$ cat src/rtl/core_div_pkg.sv
// Shared types and constants for the iterative integer divider.
package core_div_pkg;

  typedef enum logic [1:0] {
    IDLE = 2'd0,
    CALC = 2'd1,
    FIX  = 2'd2,
    DONE = 2'd3
  } div_state_e;

  localparam int DIV_W     = 32;
  localparam int DIV_CNT_W = 5;

  // Quotient returned for a zero divisor (all ones, both modes).
  localparam logic [DIV_W-1:0] DIV0_Q = '1;
  // Quotient returned for the signed most-negative / -1 case.
  localparam logic [DIV_W-1:0] OVF_Q  = 32'h8000_0000;

endpackage

$ cat src/rtl/core_div_sign_fix.sv
// Turns the unsigned restoring result into the architectural result:
// applies the quotient/remainder signs and the div-by-zero / overflow overrides.
module core_div_sign_fix
  import core_div_pkg::*;
(
  input  logic [DIV_W-1:0] quo_i,
  input  logic [DIV_W-1:0] rem_i,
  input  logic             sign_q_i,
  input  logic             sign_r_i,
  input  logic             div0_i,
  input  logic             ovf_i,
  input  logic [DIV_W-1:0] z_raw_i,
  output logic [DIV_W-1:0] q_o,
  output logic [DIV_W-1:0] s_o
);

  // Overrides take priority; otherwise truncate toward zero and give the
  // remainder the sign of the dividend.
  always_comb begin
    q_o = sign_q_i ? -quo_i : quo_i;
    s_o = sign_r_i ? -rem_i : rem_i;
    if (div0_i) begin
      q_o = DIV0_Q;
      s_o = z_raw_i;
    end else if (ovf_i) begin
      q_o = OVF_Q;
      s_o = '0;
    end
  end

endmodule

$ cat src/rtl/core_iter_divider.sv
// Iterative radix-2 restoring divider: one quotient bit per cycle, one
// operation in flight, result held until consumed, abortable by flush.
//
// Handshakes: a request transfers on a cycle where div_valid_i and
// div_ready_o are both high; a result transfers on a cycle where res_valid_o
// and res_ready_i are both high. res_valid_o/q_o/s_o stay stable until the
// result transfers. flush_i blocks any transfer in its cycle and drops state.
module core_iter_divider
  import core_div_pkg::*;
#(
  parameter int WIDTH = DIV_W,
  parameter int ITER  = WIDTH
) (
  input  logic             clk,
  input  logic             rst_n,
  input  logic             flush_i,
  input  logic             div_valid_i,
  output logic             div_ready_o,
  input  logic             signed_i,
  input  logic [WIDTH-1:0] z_i,
  input  logic [WIDTH-1:0] d_i,
  output logic             res_valid_o,
  input  logic             res_ready_i,
  output logic [WIDTH-1:0] q_o,
  output logic [WIDTH-1:0] s_o,
  output logic             busy_o
);

  localparam int CNT_W = (ITER > 1) ? $clog2(ITER) : 1;

  div_state_e       state_q, state_d;
  logic [CNT_W-1:0] cnt_q;
  logic [WIDTH-1:0] dvd_q, dvs_q, rem_q, quo_q, z_raw_q;
  logic [WIDTH-1:0] q_q, s_q;
  logic             sign_q_q, sign_r_q, div0_q, ovf_q;

  logic             accept;
  logic [WIDTH:0]   rem_sh, rem_sub;
  logic             rem_ge;
  logic [WIDTH-1:0] rem_nx, z_abs, d_abs;
  logic [WIDTH-1:0] fix_q, fix_s;

  assign div_ready_o = !flush_i &&
                       ((state_q == IDLE) || ((state_q == DONE) && res_ready_i));
  assign accept      = div_valid_i && div_ready_o;
  assign res_valid_o = (state_q == DONE);
  assign busy_o      = (state_q != IDLE);
  assign q_o         = q_q;
  assign s_o         = s_q;

  // Operand magnitudes and one restoring step of the partial remainder.
  always_comb begin
    z_abs   = (signed_i && z_i[WIDTH-1]) ? -z_i : z_i;
    d_abs   = (signed_i && d_i[WIDTH-1]) ? -d_i : d_i;
    rem_sh  = {rem_q, dvd_q[WIDTH-1]};
    rem_sub = rem_sh - {1'b0, dvs_q};
    rem_ge  = (rem_sh >= {1'b0, dvs_q});
    rem_nx  = rem_ge ? rem_sub[WIDTH-1:0] : rem_sh[WIDTH-1:0];
  end

  core_div_sign_fix u_sign_fix (
    .quo_i    (quo_q),
    .rem_i    (rem_q),
    .sign_q_i (sign_q_q),
    .sign_r_i (sign_r_q),
    .div0_i   (div0_q),
    .ovf_i    (ovf_q),
    .z_raw_i  (z_raw_q),
    .q_o      (fix_q),
    .s_o      (fix_s)
  );

  // Next-state logic; flush overrides every other transition.
  always_comb begin
    state_d = state_q;
    case (state_q)
      IDLE: if (accept) state_d = CALC;
      CALC: if (cnt_q == CNT_W'(ITER - 1)) state_d = FIX;
      FIX:  state_d = DONE;
      DONE: if (res_ready_i) state_d = accept ? CALC : IDLE;
      default: state_d = IDLE;
    endcase
    if (flush_i) state_d = IDLE;
  end

  // State register.
  always_ff @(posedge clk) begin
    if (!rst_n) state_q <= IDLE;
    else        state_q <= state_d;
  end

  // Operand capture on accept, iteration in CALC, result registration in FIX.
  always_ff @(posedge clk) begin
    if (!rst_n) begin
      cnt_q    <= '0;
      dvd_q    <= '0;
      dvs_q    <= '0;
      rem_q    <= '0;
      quo_q    <= '0;
      z_raw_q  <= '0;
      sign_q_q <= 1'b0;
      sign_r_q <= 1'b0;
      div0_q   <= 1'b0;
      ovf_q    <= 1'b0;
      q_q      <= '0;
      s_q      <= '0;
    end else if (accept) begin
      cnt_q    <= '0;
      dvd_q    <= z_abs;
      dvs_q    <= d_abs;
      rem_q    <= '0;
      quo_q    <= '0;
      z_raw_q  <= z_i;
      sign_q_q <= signed_i && (z_i[WIDTH-1] ^ d_i[WIDTH-1]);
      sign_r_q <= signed_i && z_i[WIDTH-1];
      div0_q   <= (d_i == '0);
      ovf_q    <= signed_i && (z_i == OVF_Q) && (d_i == '1);
    end else if (state_q == CALC) begin
      cnt_q <= cnt_q + 1'b1;
      dvd_q <= {dvd_q[WIDTH-2:0], 1'b0};
      rem_q <= rem_nx;
      quo_q <= {quo_q[WIDTH-2:0], rem_ge};
    end else if ((state_q == FIX) && !flush_i) begin
      q_q <= fix_q;
      s_q <= fix_s;
    end
  end

endmodule

$ cat config.mk
export PLATFORM = sky130hd
export DESIGN_NAME = core_iter_divider
export DESIGN_NICKNAME = d
export VERILOG_FILES = /design/src/rtl/core_div_pkg.sv /design/src/rtl/core_div_sign_fix.sv /design/src/rtl/core_iter_divider.sv
export SDC_FILE = /design/constraint.sdc
export NUM_CORES = 1
export LEC_CHECK = 0
export CAP_MARGIN = 20
export CELL_PAD_IN_SITES_DETAIL_PLACEMENT = 0
export CELL_PAD_IN_SITES_GLOBAL_PLACEMENT = 1
export CORE_ASPECT_RATIO = 1.4
export CORE_MARGIN = 5
export CORE_UTILIZATION = 46
export DETAILED_ROUTE_END_ITERATION = 10
export PLACE_DENSITY = 0.91
export SLEW_MARGIN = 15
export SYNTH_ARGS = -nofsm -noshare
export SYNTH_HDL_FRONTEND = slang
export SYNTH_SLANG_ARGS = --single-unit
$ cat constraint.sdc
create_clock -name clk -period 7.5 [get_ports clk]
set_clock_uncertainty 0.2 [all_clocks]
set_input_delay 1.5 -clock clk [delete_from_list [all_inputs] [get_ports clk]]
set_output_delay 1.5 -clock clk [all_outputs]
set_load 0.01 [all_outputs]
After elaboration in Yosys (flattened, before gate mapping)
Cells that the tools add are included.
{"block": "word_totals", "ff_bits": 235, "in_bits": 70}
{"block": "op_classes", "addsub": 6, "n_lt_le_gt_ge": 1, "eq_ne": 9, "mux": 16, "bitwise_logic": 4, "n_reduce_logical": 19}
{"cell": "two-way mux 32 bit", "count": 11}
{"cell": "negator 32 bit", "count": 4}
{"cell": "equality test 32 bit (second input constant)", "count": 2}
{"cell": ">= comparator 33 x 32 -> 1 bit", "count": 1}
{"cell": "logical NOT 32 bit", "count": 1}
{"cell": "subtractor 32 bit", "count": 1}
{"cell": "logical AND 1 bit", "count": 9}
{"cell": "case mux 2 bit (4 select lines)", "count": 1}
{"cell": "two-way mux 2 bit", "count": 3}
{"cell": "AND reduction 3 bit", "count": 2}
{"cell": "adder 5 x 1 -> 5 bit (second input constant)", "count": 1}
{"cell": "equality test 5 bit (second input constant)", "count": 1}
{"cell": "equality test 2 bit (second input constant)", "count": 2}
{"cell": "inequality test 2 bit (second input constant)", "count": 2}
{"cell": "nonzero test 2 bit", "count": 2}
{"cell": "OR reduction 2 bit", "count": 2}
{"cell": "NOT 1 bit", "count": 3}
{"cell": "equality test 2 x 1 -> 1 bit (second input constant)", "count": 1}
{"cell": "logical NOT 2 bit", "count": 1}
{"cell": "inequality test 2 x 1 -> 1 bit (second input constant)", "count": 1}
{"cell": "logical NOT 1 bit", "count": 1}
{"cell": "logical OR 1 bit", "count": 1}
{"cell": "two-way mux 1 bit", "count": 1}
{"cell": "bitwise XOR 1 bit", "count": 1}

Depth between registers and ports, before layout
Gate-level depths: netlist of the first run.
{"block": "depth", "ltp_word": 8, "ltp_mapped": 14, "mapped_depth_nobuf": 12}

Modules after synthesis
Synthesis of the first run repeated with hierarchy kept, for this count alone.
{"block": "hier_totals", "cells_unflattened": 1996, "hier_area_um2": 15258.4}
{"module": "core_iter_divider", "n_inst": 1, "cells_each": 1566, "area_each_um2": 12664.6, "seq_area_each_um2": 4704.5}
{"module": "core_div_sign_fix", "n_inst": 1, "cells_each": 430, "area_each_um2": 2593.7, "seq_area_each_um2": 0.0}

Worst setup path after synthesis of the first run
Ideal clock, no wire load.
{"block": "synth_timing", "path_kind": "in2reg", "from": "input z_i[6]", "to": "register dvd_q[23]", "setup_time_ns": 0.086, "arrival_ns": 3.753, "slack_ns": 3.461, "path_stages": 9, "cell_sequence": "or4_4 > or3_4 > or4_4 > nor4_4 > nand2b_2 > o41ai_2 > xnor2_1 > nor2_1 > a211oi_1"}
{"block": "synth_between", "elab_chain_len": 3}
{"element": "start, declared", "line": "core_iter_divider.sv:20", "source": "input logic [WIDTH-1:0] z_i,"}
{"element": "negator 32 bit", "line": "core_iter_divider.sv:53", "source": "z_abs = (signed_i && z_i[WIDTH-1]) ? -z_i : z_i;"}
{"element": "two-way mux 32 bit", "line": "core_iter_divider.sv:53"}
{"element": "two-way mux 32 bit", "line": "core_iter_divider.sv:107", "source": "end else if (accept) begin"}
{"element": "end signal, assigned", "line": "core_iter_divider.sv:109", "source": "dvd_q <= z_abs;"}
{"element": "end signal, assigned", "line": "core_iter_divider.sv:120", "source": "dvd_q <= {dvd_q[WIDTH-2:0], 1'b0};"}
{"element": "end, declared", "line": "core_iter_divider.sv:33", "source": "logic [WIDTH-1:0] dvd_q, dvs_q, rem_q, quo_q, z_raw_q;"}
No other way between the ends.
A chain may end at the register's enable or synchronous reset.

Final worst setup path of the first run
{"block": "layout_timing", "from": "input res_ready_i", "to": "output div_ready_o"}
{"block": "layout_between", "elab_chain_len": 3}
{"element": "start, declared", "line": "core_iter_divider.sv:23", "source": "input logic res_ready_i,"}
{"element": "logical AND 1 bit", "line": "core_iter_divider.sv:44", "source": "((state_q == IDLE) || ((state_q == DONE) && res_ready_i));"}
{"element": "logical OR 1 bit", "line": "core_iter_divider.sv:44"}
{"element": "logical AND 1 bit", "line": "core_iter_divider.sv:43", "source": "assign div_ready_o = !flush_i &&"}
{"element": "end, declared", "line": "core_iter_divider.sv:18", "source": "output logic div_ready_o,"}
No other way between the ends.

==> results.py, run 1 <==
metrics = {
    "timing": {
        "worstMarginPinSlew_ps": 1050,
        "min_period_ps": 4590,
        "finalCritPeriodShare_pct": 61.2,
        "setup_tns_ps": 0,
        "max_freq_mhz": 218,
        "hold_ws_ps": 251,
        "final_max_slew_viol_count": 0,
        "maxSlewHeadroom_pct": 30.2,
        "setup_viol": 0,
        "rsz0062_at_grt": "no",
        "hold_viol_final": 0,
    },
    "layout": {
        "layout_commonest_cell": "dfxtp_1",
        "multi_input_area_sq_um": 8170,
        "fillers": 2762,
        "nets": 1871,
        "fin_util_pct": 54.4,
        "layout-drive-gt1-share_pct": 4.91,
        "areaGrowthSynthToFinish_pct": 17.5,
        "fin_cells": 2151,
        "most-common-layout-cells": "dfxtp_1, nor2_1, nand2_1",
        "antenna_cells": 0,
        "seqCellArea_sq_um": 4700,
        "final_area_sq_um": 15800,
    },
    "placement": {
        "dp_hpwl_um": 29200,
        "placedCellCount": 2109,
        "dpl_cell_area_sq_um": 15000,
        "io_buffers": 136,
        "routabilityCongestion": 0.927,
    },
    "yosys": {
        "synthDistinctLibCells": 68,
        "async_flop_share_pct": 0,
        "ys_seq_area_share_pct": 34.9,
        "muxShareOfSynthArea_pct": 5.27,
        "dominantRegCellSynth": "dfxtp_1",
        "syn_avg_cell_area_sq_um": 7.96,
        "synth_edf_count": 0,
        "syn_nets": 1807,
        "synth_fa_ha_area_share_pct": 4.24,
        "synth_warnings": 0,
        "synthesis.area_sq_um": 13500,
        "synth_compound_area_share_pct": 23.8,
        "synth_top_family_by_area": "compound AO/OA/AOI/OAI gates",
        "yosys.area_share.simple_pct": 18.0,
        "ys_ff_latch": 235,
        "syn_inst": 1692,
        "synth_xor_area_share_pct": 9.11,
    },
    "clocking": {
        "cts_tree": "done",
        "post_cts_buffers": 0,
        "insertion_delay_ps": 510,
        "cts.sinks": 235,
        "ctsResizeCount": 0,
        "htree_num_levels": 1,
        "cts_inserted_buffers": 23,
        "root_buffer": "clkbuf_16",
        "clk_path_buf_depth": 3,
        "cts-hold-fix-buffers": 0,
        "cts.clk_slew.worst_paths_ps": 60,
    },
    "worst_setup_path": {
        "cp_cell_sequence": "clkdlybuf4s50_1 > a21oi_1 > nor2_1 > clkdlybuf4s50_1",
        "critical_path.max_fanout": 3,
        "crit_path_end_kind": "output pin",
        "arrival_ps": 2890,
        "worst_setup_path_start_kind": "input port",
        "cp_slowest_cell": "clkdlybuf4s50_1",
        "path_common_cell": "clkdlybuf4s50_1",
        "worstPathRequired_ps": 5800,
        "critPathMaxStageDelay_ps": 600,
        "worstSetupPathType": "input port to output pin",
    },
    "drt": {
        "first_iter_violations": 750,
        "drtPass1Iterations": 5,
        "drc": 0,
        "drt_wl_total_um": 39000,
        "vias_per_cell": 5.73,
        "wl_per_cell_um": 18.1,
        "ant_nets": 0,
        "vias": 12300,
    },
    "power": {
        "cellPowerDensity_nw_per_um2": 202,
        "ir_drop_uv": 148,
        "p_leak_nw": 5.77,
    },
    "global_route": {
        "grt_max_degree": 101,
        "grt_pass1_vias": 11700,
        "grtUsageTotal_pct": 23.0,
        "grt_pass1_wl_um": 62000,
        "overflow": 0,
        "antenna_found_initial": 0,
    },
    "floorplanning": {
        "rows": 74,
        "die_h_um": 212,
        "initial_utilization_pct": 46.3,
        "die_area_sq_um": 32800,
        "num_io_pins": 137,
        "coreArea_sq_um": 29100,
        "die_x_um": 155,
    },
    "min_path": {
        "min-delay-path-class": "register to register",
    },
    "flow_run": {
        "drv_cap": 0,
    },
    "status": {
        "status": "complete, no violations",
    },
}
Yosys cell counts, drive strengths merged, types with 8 or more instances:
| master | n | area, sq um |
|---|---|---|
| o21ai | 113 | 566 |
| dfxtp | 235 | 4700 |
| or4 | 18 | 143 |
| a21o | 19 | 143 |
| nand2b | 8 | 52.6 |
| buf | 17 | 68.8 |
| a31oi | 33 | 206 |
| xor2 | 55 | 482 |
| nand2 | 179 | 672 |
| o31ai | 28 | 210 |
| nor2 | 217 | 815 |
| a21oi | 107 | 536 |
| a211oi | 81 | 613 |
| a22oi | 33 | 248 |
| clkbuf | 94 | 353 |
| nor3 | 14 | 70.1 |
| o41ai | 18 | 180 |
| ha | 44 | 551 |
| xnor2 | 85 | 744 |
| nor4 | 12 | 90.1 |
| and2 | 9 | 56.3 |
| or3 | 15 | 98.8 |
| o22ai | 28 | 175 |
| nand4 | 17 | 106 |
| mux2i | 63 | 631 |
| nand3 | 16 | 80.1 |
| inv | 53 | 199 |
state kept, by name, summed over array words and instances (netlist names):
signal,cells
cnt_q,5
div0_q,1
dvd_q,32
dvs_q,32
ovf_q,1
q_o,32
quo_q,32
rem_q,32
s_o,32
sign_q_q,1
sign_r_q,1
state_q,2
z_raw_q,32
logic make-up after synthesis:
family | after synthesis
adders and majority gates | 45
and+or+nand+nor | 538
xor gates and xnor gates | 140
DFF | 235
AOI/OAI and AO/OA | 499
muxes | 70
buffers and inverters | 165
worst max-delay path: cells and delay by family:
kind / cells / cell delay (ps)
simple gates: 1 / 240
buf+inv: 2 / 1080
compound gates: 1 / 70
per-layer routing:
metal / vias up / wire length (um) / GRT usage (%)
met2: 268 / 20900 / 44.8
li1: 6195 / - / -
met1: 5791 / 15100 / 25.5
met3: 73 / 1360 / 1.81
met5: - / 0 / 0
met4: 0 / 1730 / 9.35
stage by stage:
stage	power [W]	setup WS (ps)
global route	0.00333	2830
CTS	0.00320	2920
detailed placement	0.00202	2720
floorplan	0.00181	3460
finish	0.00319	2910
global placement	0.00201	2740
cell type report:
class                   instances  share of cell area, %
multi-input cells            1292                   51.7
flip-flops and latches        235                   29.7
repair buffers                150                   9.42
clock buffers                  32                   4.11
well taps                     380                   3.01
inverters                      54                   1.30
clock inverters                 8                  0.767
worst paths after layout:
check	start	end	slack, ps	cells past startpoint
setup / recovery	res_ready_i	div_ready_o	2910	4
hold / removal	dvs_q[15]	dvs_q[15]	250	2
setup reg to reg	dvs_q[1]	rem_q[8]	3470	12
hold reg to reg	dvs_q[15]	dvs_q[15]	250	2
where the power goes:
| group | switching, W | internal (W) | total [W] |
|---|---|---|---|
| clock network | 0.000490 | 0.000707 | 0.00120 |
| logic | 0.000393 | 0.000268 | 0.000661 |
| registers | 0.0000405 | 0.00129 | 0.00133 |
| total | 0.000923 | 0.00227 | 0.00319 |
No activity file was read; power rests on OpenSTA's default activity.
==> inputs of run 2 (changes only) <==
- CORE_UTILIZATION: 46 -> 43
- PLACE_DENSITY: 0.91 -> 0.87
- clock period: 7.5 -> 4.35 ns (I/O delays scaled with it)
==> run 2 against run 1 <==
Die area increased by 6.6%. Global-route usage decreased by 1.3 points. Combinational power up 77%. Highest routed layer unchanged.
==> results.py, run 2 (synthesized netlist as in run 1, its figures left out) <==
metrics = {
    "drt": {
        "drt_wl_total_um": 39300,
        "vias": 12300,
        "first_iter_violations": 788,
        "vias_per_cell": 5.66,
        "drtPass1Iterations": 7,
        "ant_nets": 0,
        "drc": 0,
        "wl_per_cell_um": 18.1,
    },
    "layout": {
        "most-common-layout-cells": "dfxtp_1, nor2_1, nand2_1",
        "final_area_sq_um": 16000,
        "fin_util_pct": 51.9,
        "nets": 1881,
        "areaGrowthSynthToFinish_pct": 19.1,
        "layout_commonest_cell": "dfxtp_1",
        "layout-drive-gt1-share_pct": 5.72,
        "antenna_cells": 0,
    },
    "floorplanning": {
        "coreArea_sq_um": 30900,
        "die_x_um": 160,
        "num_io_pins": 137,
        "initial_utilization_pct": 43.6,
        "die_area_sq_um": 35000,
        "die_h_um": 219,
        "rows": 76,
    },
    "clocking": {
        "cts_inserted_buffers": 24,
        "insertion_delay_ps": 530,
        "post_cts_buffers": 0,
        "cts.sinks": 235,
        "cts-hold-fix-buffers": 0,
        "root_buffer": "clkbuf_16",
        "htree_num_levels": 1,
        "cts_tree": "done",
        "ctsResizeCount": 0,
        "clk_path_buf_depth": 3,
        "cts.clk_slew.worst_paths_ps": 70,
    },
    "timing": {
        "final_max_slew_viol_count": 0,
        "rsz0062_at_grt": "no",
        "worstMarginPinSlew_ps": 996,
        "hold_viol_final": 0,
        "setup_tns_ps": 0,
        "min_period_ps": 3800,
        "setup_viol": 0,
        "finalCritPeriodShare_pct": 87.5,
        "maxSlewHeadroom_pct": 33.5,
        "hold_ws_ps": 256,
        "max_freq_mhz": 263,
    },
    "min_path": {
        "whs_path_depth": 2,
        "min-delay-path-class": "register to register",
        "hold_start": "z_raw_q[15]",
        "holdPathEnd": "z_raw_q[15]",
    },
    "placement": {
        "routabilityCongestion": 0.936,
        "dpl_cell_area_sq_um": 15100,
        "io_buffers": 136,
        "dp_hpwl_um": 29500,
    },
    "worst_setup_path": {
        "worstSetupPathType": "register to register",
        "rr_startpoint": "rem_q[2]",
        "critical_path.max_fanout": 29,
        "r2r_setup_slack_ps": 550,
        "arrival_ps": 4060,
        "r2r_cells": 12,
        "worstPathRequired_ps": 4610,
        "worst_setup_path_start_kind": "register",
        "crit_path_end_kind": "register",
        "regToRegEndpoint": "rem_q[23]",
    },
    "global_route": {
        "grt_pass1_wl_um": 62500,
        "overflow": 0,
        "grt_pass1_vias": 11800,
        "grtUsageTotal_pct": 21.7,
        "antenna_found_initial": 0,
        "grt_max_degree": 150,
    },
    "status": {
        "status": "complete, no violations",
    },
    "flow_run": {
        "drv_cap": 0,
    },
    "power": {
        "p_leak_nw": 5.87,
        "cellPowerDensity_nw_per_um2": 356,
        "fin_total_pwr_w": 0.00572,
        "ir_drop_uv": 243,
    },
}
## run 2: where the power goes
part	switching, W	internal (W)
sequential	0.0000646	0.00223
combinational	0.000688	0.000479
clock	0.000884	0.00137
total	0.00164	0.00408
## run 2: metrics by stage
step / setup slack [ps] / instances
2_1_floorplan: 941 / 1692
3_3_place_gp: 296 / 2128
3_5_place_dp: 241 / 2128
4_1_cts: 584 / 2172
5_1_grt: 203 / 2174
6_report: 545 / 2174
## run 2: metal layers
| layer | wire [um] | vias to the layer above | global-route usage, % |
|---|---|---|---|
| li1 | - | 6206 | - |
| met1 | 15700 | 5740 | 24.3 |
| met2 | 20000 | 274 | 39.9 |
| met3 | 1300 | 92 | 2.40 |
| met4 | 2330 | 0 | 12.2 |
| met5 | 0 | - | 0 |
## run 2: how the worst max path moves through the flow
| stage | startpoint | slack [ps] | cells after the start | end |
|---|---|---|---|---|
| 2_1_floorplan | z_i[6] | 940 | 9 | dvd_q[23] |
| 6_report | rem_q[2] | 550 | 12 | rem_q[23] |
| 3_3_place_gp | z_i[7] | 300 | 10 | dvd_q[27] |
| 5_1_grt | rem_q[11] | 200 | 12 | rem_q[29] |
| 3_5_place_dp | z_i[7] | 240 | 10 | dvd_q[23] |
| 4_1_cts | rem_q[2] | 580 | 12 | rem_q[23] |
## run 2: final cells by class
class	count	area (sq um)
Multi-Input combinational cell	1292	8170
Clock buffer	32	702
Inverter	54	205
Timing Repair Buffer	159	1600
Sequential cell	235	4700
Tap cell	390	488
Fill cell	2907	14900
Clock inverter	12	168
## run 2: critical path, stage by stage (launching register included)
cell	delay [ps]
dfxtp_1	450
ha_1	340
nand3_1	180
o21ba_2	190
o21ai_0	320
a211oi_1	190
o21ai_0	430
nor4bb_1	490
o21a_1	200
buf_4	290
buf_4	210
nand2_1	60
a31oi_1	170
